$ cat config.mk
export PLATFORM = sky130hd
export DESIGN_NAME = testro_pio_poller
export DESIGN_NICKNAME = d
export VERILOG_FILES = /design/src/rtl/testro_pio_poller.sv
export SDC_FILE = /design/constraint.sdc
export NUM_CORES = 1
export LEC_CHECK = 0
export CORE_ASPECT_RATIO = 0.5
export CORE_MARGIN = 8
export CORE_UTILIZATION = 57
export CTS_CLUSTER_DIAMETER = 100
export DETAILED_ROUTE_END_ITERATION = 7
export PLACE_DENSITY_LB_ADDON = 0.05
export SYNTH_ARGS = -nofsm -noshare
export SYNTH_HDL_FRONTEND = slang
export SYNTH_SLANG_ARGS = --single-unit
$ cat constraint.sdc
create_clock -name clk -period 8.5 [get_ports clk]
set_clock_uncertainty 0.15 [all_clocks]
set_input_delay 2.125 -clock clk [delete_from_list [all_inputs] [get_ports clk]]
set_output_delay 2.125 -clock clk [all_outputs]
set_load 0.01 [all_outputs]
$ cat src/rtl/testro_pio_poller.sv
// Polls PIO address 0 every PERIOD clocks into a DEPTH-entry valid/ready FIFO. Tick to push takes 3 cycles.
// A full FIFO drops new samples and sets sticky overflow. With TESTRO_POLL_CHANGE_ONLY_EN, only changed samples are pushed.
module testro_pio_poller #(
    parameter int PERIOD = 1000,
    parameter int DEPTH  = 4,
    parameter int DW     = 14
) (
    input  logic          clk,
    input  logic          reset_n,
    input  logic          enable,
    output logic [1:0]    avm_address,
    output logic          avm_read,
    input  logic [31:0]   avm_readdata,
    output logic [DW-1:0] src_data,
    output logic          src_valid,
    input  logic          src_ready,
    output logic          overflow,
    input  logic          overflow_clr
);

    localparam int AW   = (DEPTH > 1) ? $clog2(DEPTH) : 1;
    localparam int CW   = AW + 1;
    localparam int DIVW = (PERIOD > 1) ? $clog2(PERIOD) : 1;

    typedef enum logic [1:0] {IDLE, READ, CAPT} state_t;

    state_t           state_q, state_d;
    logic [DIVW-1:0]  div_q, div_d;
    logic             pending_q, pending_d;
    logic [AW-1:0]    wr_q, wr_d, rd_q, rd_d;
    logic [CW-1:0]    count_q, count_d;
    logic             ovf_q, ovf_d;
    logic [DW-1:0]    mem_q [DEPTH];

    logic             tick, capt, push_req, pop, full, do_wr, drop;
    logic [DW-1:0]    sample;
    logic             unused_hi;

    assign sample    = avm_readdata[DW-1:0];
    assign unused_hi = ^avm_readdata[31:DW];
    assign tick      = enable && (div_q == DIVW'(PERIOD - 1));

    always_comb begin
        div_d     = div_q + DIVW'(1);
        pending_d = pending_q;
        if (!enable) begin
            div_d     = '0;
            pending_d = 1'b0;
        end else if (tick) begin
            div_d     = '0;
            pending_d = 1'b1;
        end else if (state_q == IDLE) begin
            pending_d = 1'b0;
        end
    end

    always_comb begin
        state_d  = state_q;
        avm_read = 1'b0;
        capt     = 1'b0;
        case (state_q)
            IDLE: if (pending_q) state_d = READ;
            READ: begin
                avm_read = 1'b1;
                state_d  = CAPT;
            end
            CAPT: begin
                capt    = 1'b1;
                state_d = IDLE;
            end
            default: state_d = IDLE;
        endcase
    end

`ifdef TESTRO_POLL_CHANGE_ONLY_EN
    logic [DW-1:0] last_q;
    logic          last_vld_q;

    // Last-sample tracks every capture, even one that is later dropped on overflow.
    always_ff @(posedge clk) begin
        if (!reset_n) begin
            last_q     <= '0;
            last_vld_q <= 1'b0;
        end else if (capt) begin
            last_q     <= sample;
            last_vld_q <= 1'b1;
        end
    end

    assign push_req = capt && (!last_vld_q || (sample != last_q));
`else
    assign push_req = capt;
`endif

    assign src_valid   = (count_q != '0);
    assign src_data    = src_valid ? mem_q[rd_q] : '0;
    assign avm_address = 2'b00;
    assign overflow    = ovf_q;
    assign full        = (count_q == CW'(DEPTH));
    assign pop         = src_valid && src_ready;
    // A pop in the same cycle frees the slot a full FIFO needs.
    assign do_wr       = push_req && (!full || pop);
    assign drop        = push_req && full && !pop;

    always_comb begin
        count_d = count_q;
        wr_d    = do_wr ? wr_q + AW'(1) : wr_q;
        rd_d    = pop   ? rd_q + AW'(1) : rd_q;
        case ({do_wr, pop})
            2'b10:   count_d = count_q + CW'(1);
            2'b01:   count_d = count_q - CW'(1);
            default: count_d = count_q;
        endcase
        ovf_d = ovf_q;
        if (drop)              ovf_d = 1'b1;
        else if (overflow_clr) ovf_d = 1'b0;
    end

    always_ff @(posedge clk) begin
        if (!reset_n) begin
            state_q   <= IDLE;
            div_q     <= '0;
            pending_q <= 1'b0;
            wr_q      <= '0;
            rd_q      <= '0;
            count_q   <= '0;
            ovf_q     <= 1'b0;
            for (int i = 0; i < DEPTH; i++) mem_q[i] <= '0;
        end else begin
            state_q   <= state_d;
            div_q     <= div_d;
            pending_q <= pending_d;
            wr_q      <= wr_d;
            rd_q      <= rd_d;
            count_q   <= count_d;
            ovf_q     <= ovf_d;
            if (do_wr) mem_q[wr_q] <= sample;
        end
    end

endmodule

==> impl_summary.md, run 1 <==
Status
The run finished with clean final reports.

Finish
The area growth from synthesis to layout is 17.6%. The leading cell type in the layout, fill and taps excluded is edfxtp_1. For this run, the share of the core covered by cells in the final layout is 0.688. The net count of the finished layout is 354. The share of post-route cells with drive strength above 1 is 0.123. The repair_antennas step left the layout with diodes totalling 0. The register area is 2140 um2. The multi-input combinational cells in the finished layout cover a total of 1240 um2. Fill cells in the final layout number between 400 and 500. In the layout the commonest cells are edfxtp_1 (56), nor2_1 (55), clkdlybuf4s50_1 (35).

CTS
The clock latency at the later pin of the worst-skew pair is about 330 ps. The H-tree generated during clock tree synthesis spans 3 levels. The total of cells resized after clock tree synthesis is 0. The clock input transition at the sequential cells of the worst setup and hold paths is ~50 ps. The buffer levels on the longest clock path is 2. The tree built by TritonCTS fans out to 79 sinks. In this run, post-CTS hold repair placed 0 buffers. Post-CTS timing repair inserted 0 buffers for setup. Clock tree synthesis inserted a total of 9 buffers. The clock tree from TritonCTS is done. The root buffer cell chosen for the clock tree is clkbuf_16.

Setup path
Together, buffers and inverters on the worst path number 1. The critical path is of the primary input to flop type. The worst setup path is launched from a primary input. The critical path goes through clkdlybuf4s50_1 > nor4b_2 > nand3b_4 > or3_1 > nand2_1.

The data required time at the worst endpoint is 8240 ps. The largest single stage delay on the critical path is 730 ps. The internal reg-to-reg setup slack is 5390 ps. Grouping stages by cell kind, the critical path spends the most delay in simple AND/OR/NAND/NOR gates. The origin of the critical flop-to-flop path is count_q[0]. In this run the worst path has a maximum fanout of 21.

STA classifies the critical path endpoint as a flop. The launching element of the worst setup path is src_ready. The slowest cell on the critical path is or3_1. The arrival time at the worst endpoint is 4700 ps.

STA
The slack of the critical path is 3540 ps. The number of max-slew violations in the final report is 0. Derived from the worst setup path, the maximum achievable clock frequency is slightly above 0.2 GHz.

The number of failing hold endpoints at the final stage is 0. Hold is met by 296 ps. The final clock period utilization by the worst path is 0.584. The minimum clock period after layout is about 5000 ps. The number of failing setup endpoints in the final timing report is 0.

The slew at the pin with the worst max-slew slack is between 900 and 1000 ps. Setup repair after global routing left no endpoint under its margin. The worst slew margin relative to its limit is 0.344. Setup total negative slack on the finished layout was measured at 0 ps.

Die
The boundary pin count is 56. The core box area is 6030 um2. The die span in y is 71.7 um. The die area is 9120 um2. The starting density of the core is 0.585. The die extent in x is ~130 um. The floorplan has 20 rows.

Logic synthesis
During synthesis, Yosys emitted a total of 0 warnings. Sorting the synthesized cells by area gives the leading types as edfxtp_1 (48%), dfxtp_1 (13%), mux4_2 (8.9%). The leading register cell type out of synthesis is edfxtp_1. After synthesis, the share of flip-flops with an asynchronous set or reset is 0. The fraction of post-synthesis cell area in the top cell type by area is 0.476. Synthesis inferred 79 register bits. The count of flip-flops with a built-in enable after synthesis is 56. The synthesized design spends more area on one cell type than any other, namely edfxtp_1. Each instance of the synthesized netlist takes up on average 12.4 um2. The mapped netlist covers 3530 um2. The number of different library cells in the post-synthesis netlist is 40. For this run, the register share of the synthesized area comes to 0.607.

The synthesized instance count is 285.

GRT
The global-route met1 utilization is 0.169. The via count of the first global-routing pass was about 2,300. The maximum number of pins on one net before global-route repair is 31. The met3 capacity usage during global routing is 0.0637. The total routing resource utilization after global routing is 0.154. Global routing finished with a remaining overflow of 0. The first global-routing pass estimated between 10,000 and 15,000 um of wire. The initial antenna violation count is 0. In the global route stage, met2 resource usage came out at 0.270. met2 is the most crowded layer.

Power and ir drop
Dividing total power by cell area gives a power density of 190 nW/um2. The maximum resistive drop on vdd is ~0.13 mV. For this design the static power due to leakage is 1.40 nW.

Run
The number of max-capacitance violations reported is 0.

Route
The per-cell via count in the routed design is 5.40. The total wire length after detailed routing is 6700 um. The violation count after the first detailed-routing iteration is 129. The total number of vias is 2,194. The remaining routing DRC violations is 0. Once detail routing completed, the nets flagged for antenna violations numbered 0. The detailed-route wire length per cell is ~17 um.

The count of TritonRoute iterations in the first routing pass is 4.

Placement
The port buffer count is 35. The worst setup slack before clock tree synthesis is approximately 3200 ps. The congestion estimate from routability-driven global placement came to 0.774. The total half-perimeter wirelength after legalization and detailed placement is around 4200 um.

Min path
The worst hold path begins at state_q[0]. The class of the worst hold path is flop to flop.
[final timing paths]
kind,depth (start not counted),to
max,5,mem_q[2][4]
min,1,state_q[0]
max reg2reg,4,mem_q[2][4]
min reg2reg,1,state_q[0]
[worst register-to-register path: stages (launching register included)]
cell      delay (ps)
dfxtp_1          340
nor4b_2          360
nand3b_4         380
or3_1            730
nand2_1          700
[flip-flops by register name (all words and copies together) (netlist names), named ones only]
name / flops
state_q: 2
mem_q: 56
pending_q: 1
div_q: 10
rd_q: 2
overflow: 1
count_q: 3
wr_q: 2
[cell usage after synthesis (3+ instances only)]
library cell / instances
nor2_2: 8
buf_2: 7
xor2_1: 5
xnor2_1: 5
dfxtp_1: 23
or3_1: 7
mux4_2: 14
and2_1: 19
nor2b_1: 3
inv_1: 8
clkbuf_1: 7
nor2_1: 55
nand3_1: 7
o21ai_0: 5
edfxtp_1: 56
nand2_1: 21
[per-stage QoR]
step,instances,instance area [um2],total power [mW]
4_1_cts,406,4150,0.794
3_5_place_dp,391,3890,0.460
3_3_place_gp,391,3890,0.459
6_report,406,4150,0.790
2_1_floorplan,286,3530,0.446
5_1_grt,406,4150,0.812
[layer usage]
metal,vias to the layer above,part of all wire
li1,1047,-
met1,1079,0.42
met2,57,0.50
met3,11,0.067
met4,0,0.013
met5,-,0
[area by class of cell]
class                   instances  share of cell area
repair buffers                 37              0.0880
multi-input cells             179               0.300
clock buffers                  13              0.0603
well taps                      88              0.0265
flip-flops and latches         79               0.516
clock inverters                 2             0.00211
inverters                       8             0.00723
[power breakdown]
part           switching (mW)  internal, mW  total, mW
clock                   0.135         0.203      0.337
sequential            0.00284         0.421      0.424
combinational          0.0162        0.0128     0.0291
[cells by family (layout without fill, tap and decap cells)]
| group | Yosys count | in the layout | share of synthesized area |
|---|---|---|---|
| AO/OA/AOI/OAI | 16 | 16 | 0.0294 |
| flip-flops | 79 | 79 | 0.607 |
| XOR/XNOR | 10 | 10 | 0.0248 |
| buffers and inverters | 28 | 60 | 0.0432 |
| adder cells (fa/ha/maj) | 3 | 3 | 0.0128 |
| other | 1 | 2 | 0.00106 |
| AND/OR/NAND/NOR | 134 | 134 | 0.193 |
| multiplexers | 14 | 14 | 0.0893 |
(Power assumes the default switching activity.)
==> inputs of run 2 (changes only) <==
Settings changed: CORE_UTILIZATION 57 to 48.
Clock period 8.5 ns to 4.05 ns, I/O delays scaled along.
==> run 2 against run 1 <==
Final cell count is 3.9% higher. Largest power group unchanged. Non-clock buffer count is 7 higher. Via count hardly changed. Highest routed layer unchanged. Clock power is 130% higher. Worst hold slack hardly changed.
==> impl_summary.md, run 2 (same netlist as run 1, synthesis figures left out) <==
Status
The run finished with clean final reports.

Setup path
The data required time at the worst endpoint was 2890 ps (-5350 ps). The kind of start point of the critical path is a flop. In this run the critical register-to-register path is launched from count_q[0]. The arrival time at the worst endpoint is 2210 ps (-2490 ps). The maximum fanout along the worst path was 14 (-33%). The worst setup path is captured at a primary output. The critical path in this run is classified as flop to primary output.

Run
The number of max-capacitance violations reported came to 0 (unchanged).

STA
The minimum clock period after layout is between 3000 and 4000 ps. The worst slew margin relative to its limit is 0.494 (+0.150). The slew at the pin with the worst max-slew slack was 758 ps (-224 ps). The tightest hold margin is 296 ps (+0.327 ps). The number of failing hold endpoints at the final stage is 0 (unchanged). The number of failing setup endpoints in the final timing report is 0 (unchanged). Setup repair after global routing left no endpoint under its margin. The number of max-slew violations in the final report is 0 (unchanged).

The final-layout setup total negative slack is 0 ps (unchanged). The final clock period utilization by the worst path is 0.832. For this run, the top clock speed supported by timing is just under 0.3 GHz.

Finish
The net count of the finished layout is 361 (+2.0%). The largest registers in the layout are mem_q (56), div_q (10), count_q (3). The number of diodes came to 0 (unchanged). The number of flip-flops in the largest register is 56 (unchanged). The final core utilization was 0.585 (-0.103). mem_q holds more flip-flops than any other register.

Compared with the post-synthesis result, the final layout area differs by 20.0%. The share of post-route cells with drive strength above 1 was 0.147 (+0.0246). Leaving out fill and tap cells, the most frequent cell in the layout is edfxtp_1. The library cells used most frequently in the layout, excluding fill and tap cells, are edfxtp_1 (56), nor2_1 (55), clkdlybuf4s50_1 (35).

Route
In this run the top signal layer used is met4. The remaining antenna violation count after routing is 0 (unchanged). The count of TritonRoute iterations in the first routing pass is 4 (unchanged). The detailed-route wire length per cell is 16.8 um (+2.0%).

The remaining routing DRC violations was 0 (unchanged). The violation count after the first detailed-routing iteration is 108 (-16%). The per-cell via count in the routed design is 5.20 (-3.7%). The met2 wirelength from detailed routing is 3340 um (-0.33%). The wire length on met3 came to 732 um (+64%). The total number of vias is 2,196 (+0.091%).

The met1 layer wirelength in the final routing is 2960 um (+5.0%). The total wire length after detailed routing is 7100 um (+6.0%).

CTS
The clock input transition at the sequential cells of the worst setup and hold paths is 60 ps (about the same). The total of cells resized after clock tree synthesis came to 0 (unchanged). The clock buffer count from CTS came to 9 (unchanged). The number of H-tree levels is 3 (unchanged).

The clock sink count is 79 (unchanged). The buffer levels on the longest clock path is 2 (unchanged). The cell at the root of the clock tree is clkbuf_16. The clock tree from TritonCTS is done. The clock latency at the later pin of the worst-skew pair was 330 ps (about the same). The number of setup buffers added after CTS came to 0 (unchanged). The post-cts hold buffer count is 0 (unchanged).

Die
The die span in y is 76.6 um (+7.0%). The core box area came to 7240 um2 (+20%). The number of rows in the core area is 22 (+10%). The starting density of the core was 0.488 (-0.0977). The die area is 10,500 um2 (+15%). The die extent in x is 137 um (+7.8%). The boundary pin count is 56 (unchanged).

GRT
The total routing resource utilization after global routing came to 0.146 (-0.00770). The global-route wire length before repair is 11,500 um (+7.7%). The initial antenna violation count is 0 (unchanged).

The overall overflow remaining after global route is 0 (unchanged). The maximum number of pins on one net before global-route repair came to 30 (-3.2%). The via count of the first global-routing pass is 2,208 (-2.3%).

Power and ir drop
The maximum resistive drop on vdd is 0.230 mV (+75%). The leakage power summed over all cells was 1.44 nW (+3.2%). The total power divided by cell area is 406 nW/um2 (+110%).

Min path
The hold path startpoint is state_q[0]. The class of the worst hold path is flop to flop.

Placement
The placer congestion estimate is 0.789 (+2.0%). The port buffer count is 35 (unchanged). The total half-perimeter wirelength after legalization and detailed placement was 4520 um (+8.4%).
run 2: cell types whose count changed in the layout (fill, tap and decap cells not counted):
| cell | previous run | this run |
|---|---|---|
| clkbuf_1 | 3 | 2 |
| bufinv_16 | 0 | 1 |
| clkbuf_8 | 1 | 0 |
| clkinv_2 | 1 | 3 |
| buf_4 | 2 | 9 |
run 2: critical path: stages (launching register included):
cell             delay, ps
dfxtp_1                810
mux4_2                 420
and2_1                 170
clkdlybuf4s50_1        470
run 2: through the flow:
| stage | std cells | power (mW) | cell area (um2) | worst slack [ps] |
|---|---|---|---|---|
| after floorplan | 286 | 0.935 | 3530 | 928 |
| after global placement | 406 | 0.967 | 3960 | 456 |
| after detailed placement | 406 | 0.968 | 3960 | 426 |
| after CTS | 422 | 1.74 | 4240 | 625 |
| after global routing | 422 | 1.78 | 4240 | 577 |
| final | 422 | 1.72 | 4240 | 681 |
run 2: final cells by class:
class / count / area, um2
fill: 588 / 3000
sequential: 79 / 2140
multi-input combinational: 179 / 1240
timing repair buffer: 44 / 418
clock buffer: 11 / 233
tap: 96 / 120
clock inverter: 5 / 48.8
inverter: 8 / 30.0
run 2: final timing paths:
path,end,slack [ps],depth (start not counted)
setup reg to reg,count_q[2],1370,8
setup / recovery,src_data[5],680,3
hold reg to reg,state_q[0],300,1
hold / removal,state_q[0],300,1
run 2: layer usage:
layer / global-route usage / vias up
met5: 0 / -
met4: 0.0614 / 0
met3: 0.0566 / 6
met2: 0.229 / 73
met1: 0.176 / 1056
li1: - / 1061
run 2: where the power goes:
group          leakage (nW)  internal [mW]  total (mW)  switching (mW)
sequential            0.763          0.882       0.888         0.00562
clock                 0.141          0.472       0.768           0.296
combinational         0.540         0.0282      0.0627          0.0344
==> inputs of run 3 (changes only) <==
Settings changed: CORE_UTILIZATION 48 to 53.
Clock period 4.05 ns to 3.12 ns, I/O delays scaled along.
==> run 3 against run 2 <==
Via count is 2.0% higher. First-iteration DRC count is 65% higher. Power rose by 31%. Critical path type unchanged.
==> impl_summary.md, run 3 (same netlist as run 1, synthesis figures left out) <==
Route
The remaining routing DRC violations is 0 (unchanged). The count of TritonRoute iterations in the first routing pass is 4 (unchanged). The total wire length after detailed routing was 6820 um (-3.9%). The detailed-route wire length per cell is 15.9 um (-5.5%). The total number of vias is 2,239 (+2.0%). The violation count after the first detailed-routing iteration is 178 (+65%).

The remaining antenna violation count after routing is 0 (unchanged). The per-cell via count in the routed design came to 5.22 (+0.29%).

STA
Setup repair after global routing left no endpoint under its margin. The number of failing hold endpoints at the final stage is 0 (unchanged). The worst slew margin relative to its limit was 0.621 (+0.127). The slew at the pin with the worst max-slew slack came to 568 ps (-190 ps). The final clock period utilization by the worst path is 0.954. The fmax is between 0.3 and 0.4 GHz. The number of max-slew violations in the final report is 0 (unchanged). The number of failing setup endpoints in the final timing report is 0 (unchanged). The final-layout setup total negative slack is 0 ps (unchanged). The routed design could run at a clock period as short as a little under 3000 ps. The slack of the critical path is 145 ps (-537 ps).

Setup path
The endpoint identified for the worst register-to-register timing path is count_q[2]. The number of buffers and inverters on the critical path is 1 (unchanged). The kind of cell adding the most delay to the critical path is simple AND/OR/NAND/NOR gates. The delay of the slowest critical-path stage came to 620 ps (-190 ps). The internal reg-to-reg setup slack is 460 ps (-910 ps). The arrival time at the worst endpoint came to 2050 ps (-160 ps).

The critical path goes through or3_1 > and2_1 > clkdlybuf4s50_1. The maximum fanout along the worst path is 17 (+3). The setup path with the least slack is of type flop to primary output. In this run the critical register-to-register path is launched from count_q[0]. The data required time at the worst endpoint is 2190 ps (-700 ps). The kind of start point of the critical path is a flop. The element type at the critical path end is a primary output. The largest individual stage delay along the critical path comes from the cell or3_1. The number of cell instances on the worst register-to-register path came to 8 (unchanged).

GRT
The initial antenna violation count came to 0 (unchanged). The global-route met1 utilization came to 0.183 (+0.00640). The maximum number of pins on one net before global-route repair was 21 (-30%). The via count of the first global-routing pass is 2,309 (+4.6%). The overall overflow remaining after global route is 0 (unchanged). The global-route wire length before repair is 11,500 um (+0.42%).

The busiest layer in global routing is met2. The met3 capacity usage during global routing is 0.0593 (+0.00277). The fraction of met2 tracks used by global routing came to 0.267 (+0.0389). The total routing resource utilization after global routing is 0.157 (+0.0107).

Placement
The placer congestion estimate is 0.735 (-6.9%). The worst setup slack before clock tree synthesis is -104 ps (-529 ps). The total half-perimeter wirelength after legalization and detailed placement was 4640 um (+2.6%). The port buffer count is 35 (unchanged).

Finish
The net count of the finished layout is 372 (+3.0%). The growth of design area from synthesis to finish is 22.8%. The largest registers in the layout are mem_q (56), div_q (10), count_q (3). The leading cell type in the layout, fill and taps excluded is edfxtp_1. The register ranked first by flip-flop count is mem_q. Leaving out fill and tap cells, the most frequent cells in the layout are edfxtp_1 (56), nor2_1 (55), clkdlybuf4s50_1 (35). The share of post-route cells with drive strength above 1 came to 0.181 (+0.0338). The number of diodes was 0 (unchanged). The number of flip-flops in the largest register is 56 (unchanged).

Power and ir drop
The cell-internal power is 1.80 mW (+30%). The leakage power summed over all cells is 1.50 nW (+3.9%). The net load switching power was 444 uW (+32%). The sequential share of power is 0.513 (-0.004). The switching power share of the total is 0.198 (+0.00216). The maximum resistive drop on vdd is 0.334 mV (+45%). The total power divided by cell area is 518 nW/um2 (+28%). The clock share of power was 0.449 (+0.002). The power share of the combinational group was 0.038 (+0.002).

CTS
The buffer levels on the longest clock path is 2 (unchanged). The post-cts hold buffer count is 0 (unchanged). The clock input transition at the sequential cells of the worst setup and hold paths is 60 ps (about the same). The clock buffer count from CTS is 9 (unchanged). The total of cells resized after clock tree synthesis was 0 (unchanged).

In this run the clock root is driven by a clkbuf_16. TritonCTS built the clock tree. The clock sink count is 79 (unchanged).

The number of H-tree levels was 3 (unchanged). The clock latency at the later pin of the worst-skew pair is 330 ps (about the same). The number of setup buffers added after CTS was 0 (unchanged).

Min path
The startpoint identified for the worst hold timing path is state_q[0]. For hold timing, the worst endpoint is state_q[0]. The tightest min-delay check is of the flop to flop type. The hold path depth came to 1 (unchanged).

Die
The boundary pin count is 56 (unchanged). The core box area was 6570 um2 (-9.3%). The die extent in x is 131 um (-4.3%). The number of rows in the core area is 21 (-4.5%).

The die span in y is 73.7 um (-3.8%). The die area is 9690 um2 (-7.9%). The starting density of the core is 0.538 (+0.0498).

Run
The number of max-capacitance violations reported is 0 (unchanged).

Status
The run finished with clean final reports.
-- run 3: changes by cell type in the layout (fill, tap and decap cells not counted) --
cell,change
buf_12,+1
clkbuf_1,-1
clkinv_1,-1
clkinv_4,+1
buf_4,+10
clkinvlp_4,+1
-- run 3: worst max path at each step --
| stage | endpoint | slack [ps] | startpoint | cells past startpoint |
|---|---|---|---|---|
| after floorplan | count_q[2] | 230 | src_ready | 10 |
| after global placement | count_q[2] | 10 | src_ready | 9 |
| after detailed placement | count_q[2] | -100 | src_ready | 9 |
| after CTS | src_data[0] | 110 | count_q[0] | 3 |
| after global routing | src_data[13] | 70 | count_q[0] | 3 |
| final | src_data[0] | 140 | count_q[0] | 3 |
-- run 3: cell type report --
| class | count | area, um2 |
|---|---|---|
| sequential | 79 | 2140 |
| clock buffer | 10 | 229 |
| fill | 535 | 2230 |
| clock inverter | 6 | 61.3 |
| tap | 92 | 115 |
| inverter | 8 | 30.0 |
| multi-input combinational | 179 | 1240 |
| timing repair buffer | 55 | 513 |
-- run 3: per-stage QoR --
step                      utilization  power, mW  hold slack [ps]  area, um2  instances
after floorplan                     -       1.21              266       3530        286
after global placement          0.616       1.26              277       4050        413
after detailed placement        0.616       1.26              283       4050        413
after CTS                       0.660       2.27              291       4340        429
after global routing            0.660       2.32              310       4340        429
final                           0.660       2.25              289       4340        429
-- run 3: power by group through the flow --
stage               logic, mW  registers, mW  clock network [mW]
finish                 0.0855           1.15                1.01
detailed placement     0.0859           1.17                   0
floorplan              0.0422           1.17                   0
CTS                    0.0868           1.15                1.03
global placement       0.0855           1.17                   0
global route           0.0945           1.15                1.07
-- run 3: per-layer routing --
layer / wire (um) / share of wire / up-vias
met3: 617 / 0.090 / 4
met4: 44 / 0.0064 / 0
met2: 3350 / 0.49 / 71
li1: - / - / 1086
met1: 2820 / 0.41 / 1078
met5: 0 / 0 / -
